$ cat config.mk
export PLATFORM = sky130hd
export DESIGN_NAME = seg7_scan
export DESIGN_NICKNAME = d
export VERILOG_FILES = /design/src/rtl/seg7_scan.sv
export SDC_FILE = /design/constraint.sdc
export NUM_CORES = 1
export LEC_CHECK = 0
export CAP_MARGIN = 20
export CORE_UTILIZATION = 45
export CTS_CLUSTER_DIAMETER = 100
export DETAILED_ROUTE_END_ITERATION = 8
export PLACE_DENSITY = 0.65
export SETUP_SLACK_MARGIN = 0.4
export SLEW_MARGIN = 20
export SYNTH_ARGS = -nofsm -noshare
export SYNTH_HDL_FRONTEND = slang
export SYNTH_SLANG_ARGS = --single-unit
export TNS_END_PERCENT = 100
$ cat constraint.sdc
create_clock -name clk -period 2.9 [get_ports clk]
set_clock_uncertainty 0.2 [all_clocks]
set_input_delay 0.58 -clock clk [delete_from_list [all_inputs] [get_ports clk]]
set_output_delay 0.58 -clock clk [all_outputs]
set_load 0.02 [all_outputs]
$ cat src/rtl/seg7_scan.sv
// seg7_scan
// ---------
// Four-digit multiplexed seven-segment driver for a common-anode display.
// Shows a 16-bit value as four hex digits, one digit lit at a time. Each
// digit slot is CLK_DIV cycles long. The first BLANK cycles of every slot
// keep all anodes off so the previous digit cannot ghost into the next one.
// The displayed value is latched once per frame, at the start of digit 0's
// slot, so a frame never mixes old and new data.
//
// Parameters:
//   CLK_DIV : clock cycles per digit slot (>= 4)
//   BLANK   : all-off cycles at the start of each slot (1 <= BLANK < CLK_DIV)
//
// Ports:
//   clk   : system clock, rising edge
//   rst   : synchronous active-high reset
//   data  : value to display, digit i = data[4*i+3:4*i], digit 0 rightmost
//   dp    : decimal-point request per digit, active-high
//   en    : display enable; 0 blanks the outputs, the scan keeps running
//   an    : anode selects, active-low, bit i = digit i
//   seg   : cathodes {g,f,e,d,c,b,a}, active-low
//   dp_n  : decimal-point cathode, active-low
module seg7_scan #(
  parameter int CLK_DIV = 100000,
  parameter int BLANK   = 2
) (
  input  logic        clk,
  input  logic        rst,
  input  logic [15:0] data,
  input  logic [3:0]  dp,
  input  logic        en,
  output logic [3:0]  an,
  output logic [6:0]  seg,
  output logic        dp_n
);

  localparam int CW = (CLK_DIV > 2) ? $clog2(CLK_DIV) : 1;
  localparam logic [CW-1:0] CNT_LAST  = CW'(CLK_DIV - 1);
  localparam logic [CW-1:0] CNT_BLANK = CW'(BLANK);

  logic [CW-1:0] cnt;
  logic [1:0]    idx;
  logic [15:0]   fdata;
  logic [3:0]    fdp;

  logic [3:0]    an_next;
  logic [6:0]    seg_next;
  logic          dp_n_next;
  logic [3:0]    nibble;

  // Active-low hex font, indexed by nibble value.
  function automatic logic [6:0] hex_decode(input logic [3:0] n);
    logic [6:0] s;
    s = 7'b1111111;
    case (n)
      4'h0: s = 7'b1000000;
      4'h1: s = 7'b1111001;
      4'h2: s = 7'b0100100;
      4'h3: s = 7'b0110000;
      4'h4: s = 7'b0011001;
      4'h5: s = 7'b0010010;
      4'h6: s = 7'b0000010;
      4'h7: s = 7'b1111000;
      4'h8: s = 7'b0000000;
      4'h9: s = 7'b0010000;
      4'hA: s = 7'b0001000;
      4'hB: s = 7'b0000011;
      4'hC: s = 7'b1000110;
      4'hD: s = 7'b0100001;
      4'hE: s = 7'b0000110;
      4'hF: s = 7'b0001110;
      default: s = 7'b1111111;
    endcase
    return s;
  endfunction

  // Next output values are derived from the present scan state. They are
  // registered below, so the pins trail the state by exactly one cycle.
  // Because the anodes come from a single 2-bit index, at most one anode can
  // ever be low, and every digit change passes through the blank window.
  always_comb begin
    an_next   = 4'b1111;
    seg_next  = 7'b1111111;
    dp_n_next = 1'b1;
    nibble    = fdata[4*idx +: 4];
    if (en && (cnt >= CNT_BLANK)) begin
      an_next   = ~(4'b0001 << idx);
      seg_next  = hex_decode(nibble);
      dp_n_next = ~fdp[idx];
    end
  end

  // Scan counters, frame latch and output registers. The frame is captured
  // when cnt==0 and idx==0. That cycle is always inside digit 0's blank
  // window, so new data never reaches a lit digit partway through a frame.
  always_ff @(posedge clk) begin
    if (rst) begin
      cnt   <= '0;
      idx   <= 2'd0;
      fdata <= 16'h0000;
      fdp   <= 4'h0;
      an    <= 4'b1111;
      seg   <= 7'b1111111;
      dp_n  <= 1'b1;
    end else begin
      if (cnt == CNT_LAST) begin
        cnt <= '0;
        idx <= idx + 2'd1;
      end else begin
        cnt <= cnt + CW'(1);
      end
      if ((cnt == '0) && (idx == 2'd0)) begin
        fdata <= data;
        fdp   <= dp;
      end
      an   <= an_next;
      seg  <= seg_next;
      dp_n <= dp_n_next;
    end
  end

endmodule

; Word level (Yosys, flattened, before mapping)
; Memory sizes are Yosys's and may differ from the RTL's. A register that Yosys moved wholly into a read port is not among the register bits.
; Index checks and enable logic that the tools add are counted.
[classes]
n_bitwise = 3
reduce_logical = 6
n_lt_le_gt_ge = 2
eq_ne = 1
n_mux = 2
n_mul = 0
add_sub_neg = 2
shifts = 2
div = 0
[ops]
columns = cell, n
row1 = $add A17 B1 Y17 const B, 1
row2 = $eq A17 B17 Y1 const B, 1
row3 = $ge A17 B2 Y1 const B, 1
row4 = $logic_not A17 Y1, 1
row5 = $shiftx A16 B5 Y4, 1
row6 = $not A4 Y4, 1
row7 = $reduce_or A2 Y1, 2
row8 = $shl A1 B2 Y4 const A, 1
row9 = $lt A2 B3 Y1 const B, 1
row10 = $add A2 B1 Y2 const B, 1
row11 = $bmux W1 S2, 1
row12 = $logic_and A1 B1 Y1, 2
row13 = $logic_not A2 Y1, 1
row14 = $not A1 Y1, 2
row15 = $mux W1, 1
[totals]
memories = 1
reg_bits = 44
input_bits = 23
romBits = 112
latchBits = 0
mem_bits_rw = 0
[mem_list]
columns = name, words, width, read_ports, rd_ports_with_merged_regs, wr, line
row1 = (no name shown), 16, 7, 1, 1, 0, 55  ; case (n)

; Longest topological paths before layout
[logic_depth]
ltp_word = 4
mapped_depth = 7
mapped_depth_nobuf = 6

; Worst setup path after synthesis
; Ideal clock, no wire load.
[synth_path]
path_type = register -> register
from = reg idx[0]
to = reg seg[0]
stages_incl_launch_ff = 7
setup_time_ns = 0.124
t_arrival_ns = 1.952
slack_ns = 0.624
path_cell_list = dfxtp_1 > buf_6 > mux4_1 > ha_1 > or3_1 > a21oi_1 > o31ai_1
[synth_between]
elab_chain_len = 1
[synth_rtl]
columns = item, line
row1 = from (decl), 42  ; logic [1:0] idx;
row2 = from (signal assigned), 108  ; idx <= idx + 2'd1;
row3 = $shiftx A16 B5 Y4, 85  ; nibble = fdata[4*idx +: 4];
row4 = to (decl), 33  ; output logic [6:0] seg,
; No other way between the ends.
; A chain may end at the register's enable or synchronous reset.

; Worst setup path after layout
; Same ends and word-level chain as after synthesis.

==> qor.csv <==
metric,value,unit
grt_overflow,0,
initialDrtViolationCount,65,
crit_type,flip-flop to flip-flop,
hold_viol,0,
hp-start,fdata[0]$_SDFFE_PP0P_,
synth_top_family_by_area,simple AND/OR/NAND/NOR gates,
synthSimpleGateAreaFrac,0.197,
cts_buffers,5,
viasPerCell,5.38,
layout_commonest_cell,dfxtp_1,
gr-usage-met1,0.276,
hold_path_depth,2,
fp.coreArea,0.00520,mm²
numClockSinks,51,
avgRoutedWirePerCell,13.5,µm
synth_fa_ha_area_frac,0.0660,
synth.area.top_cells,"dfxtp_1 (41%), ha_1 (6.6%), nand3_1 (5.7%)",
firstDrtPassIters,4,
rr_startpoint,idx[0]$_SDFFE_PP0P_,
antenna_found_initial,0,
grt_max_degree,25,
muxShareOfSynthArea,0.0792,
status,"finished, final reports clean",
cp.required,2.87,ns
synth.yosys.seq_area_share,0.414,
cts_setup_buffers,0,
cts_tree,done,
htreeDepth,2,
dp_hpwl,3.52,mm
synth_xor_area_frac,0.0533,
tns,0,ns
dieArea,0.00578,mm²
hp-class,flip-flop to flip-flop,
syn_area_per_cell,9.06,µm²
synth_largest_area_cell,dfxtp_1,
dp_slack,0.465,ns
timing.final.crit_share,0.803,
synth-seq-cells,51,
area_delta_synth_final,19.7,%
fp.dieW,76.0,µm
met2_usage,0.256,
io_pins,35,
ant_nets,0,
p_leak,1.08,nW
grt_pass1_wl,8.51,mm
rows,26,
clk_pin_slew,0.10,ns
finalCriticalPeriod,2.33,ns
setup_viol,0,
critical_path.max_stage_delay,0.66,ns
synth_compound_area_frac,0.138,
cts_root_buf,clkbuf_8,
power.density,502,mW/mm²
fmax,429,MHz
worstPathMaxFanout,8,
routed_wl,5.01,mm
clockBufferDepth,2,
most-common-layout-cells,"dfxtp_1 (50), clkdlybuf4s50_1 (34), nand3_1 (28)",
cp-end-kind,flip-flop,
grt_pass1_vias,1742,
worstRegToRegCells,5,
min_to,fdata[0]$_SDFFE_PP0P_,
critical_path.top_delay_family,multiplexers,
initial_core_util,0.474,
synth-main-ff-cell,dfxtp_1,
crit_buf_inv,0,
synth_top_area_frac,0.414,
syn_area,0.00246,mm²
vdd_drop_max,0.000290,V
rrSetupSlack,0.57,ns
cap_violations,0,
die_y,76.0,µm
drc_errors,0,
busiest_layer,met1,
synth_edf_count,0,
relSlewSlack,0.521,
worst_pin_slew,0.718,ns
syn_nets,308,
io_buffers,34,
async_flop_share,0,
place_congestion,0.762,
diodes,0,
critPathArrivalTime,2.30,ns
slew_viol_final,0,
use_met3,0.0431,
path_cells,mux4_1 > ha_1 > or3_1 > a21oi_1 > o31ai_1,
track_usage,0.183,
vias,1990,
yosys_warnings,0,
fin_ws,0.570,ns
rr_endpoint,seg[0]$_SDFF_PP1_,
drive_gt1_frac,0.0767,
insertion_delay,0.31,ns
crit_slowest_cell,mux4_1,
start_kind,flip-flop,
layout.nets,335,
whs,0.280,ns
ys_types,41,
rsz0062_at_grt,no,
syn_inst,272,
-- synthesized netlist by cell type (all sizes together) (7+ instances only) --
cell type,count
a21oi,26
buf,10
clkbuf,9
dfxtp,51
ha,13
inv,9
nand2,14
nand3,28
nand4,7
nor2,17
o21ai,25
xor2,13
-- metrics by stage --
step	area [µm²]	total power [W]	utilization	std cells
final	2950	0.00148	0.567	370
after global routing	2950	0.00155	0.567	370
after CTS	2950	0.00150	0.567	370
after detailed placement	2830	0.000995	0.544	362
after global placement	2830	0.000994	0.544	362
after floorplan	2460	0.000919	-	272
-- registers in the layout, indices dropped and copies added, names as in the netlist --
signal / count
dp_n: 1
fdata: 16
fdp: 4
idx: 2
an: 4
seg: 7
cnt: 17
-- where the power goes --
part	internal [W]	switching [W]	leakage, nW
sequential	0.000737	0.0000219	0.417
clock	0.000262	0.000240	0.0587
combinational	0.000104	0.000118	0.602
total	0.00110	0.000379	1.08
-- routing by layer --
| layer | share of wire | wire length (µm) | vias up |
|---|---|---|---|
| met1 | 0.54 | 2710 | 930 |
| met2 | 0.42 | 2100 | 32 |
| li1 | - | - | 1023 |
| met4 | 0.011 | 55 | 0 |
| met5 | 0 | 0 | - |
| met3 | 0.030 | 151 | 5 |
-- tightest hold or removal path: stages (launching register included) --
cell and delay (ns):
dfxtp_1 0.32, o21ai_0 0.06, a21oi_1 0.06
-- final cells by class --
class | count | area (µm²)
fill | 496 | 2250
multi-input combinational | 193 | 1310
sequential | 51 | 1020
timing repair buffer | 39 | 378
tap | 70 | 87.6
clock buffer | 5 | 68.8
clock inverter | 3 | 47.5
inverter | 9 | 33.8
-- repair_timing --
| action | CTS | global route |
|---|---|---|
| endpoints found under the setup margin | 0 | 1 |
| gates resized for setup | 0 | 1 |
| hold buffers | 0 | 0 |
-- worst max path at each step --
stage / slack [ns] / to / start / cells after the start
after floorplan: 0.62 / seg[0]$_SDFF_PP1_ / idx[0]$_SDFFE_PP0P_ / 6
after global placement: 0.54 / seg[0]$_SDFF_PP1_ / idx[0]$_SDFFE_PP0P_ / 5
after detailed placement: 0.46 / seg[0]$_SDFF_PP1_ / idx[0]$_SDFFE_PP0P_ / 5
after CTS: 0.46 / seg[0]$_SDFF_PP1_ / idx[0]$_SDFFE_PP0P_ / 5
after global routing: 0.47 / seg[0]$_SDFF_PP1_ / idx[0]$_SDFFE_PP0P_ / 5
final: 0.57 / seg[0]$_SDFF_PP1_ / idx[0]$_SDFFE_PP0P_ / 5
-- kinds of logic (layout without fill, tap and decap cells) --
| kind of cell | count (synthesis) | in the layout |
|---|---|---|
| mux | 13 | 13 |
| buf+inv | 28 | 56 |
| flops | 51 | 51 |
| simple gates | 91 | 91 |
| compound gates | 61 | 61 |
| fa+ha+maj | 13 | 13 |
| xor+xnor | 15 | 15 |
Note: power is estimated with default switching activity, not from simulation.
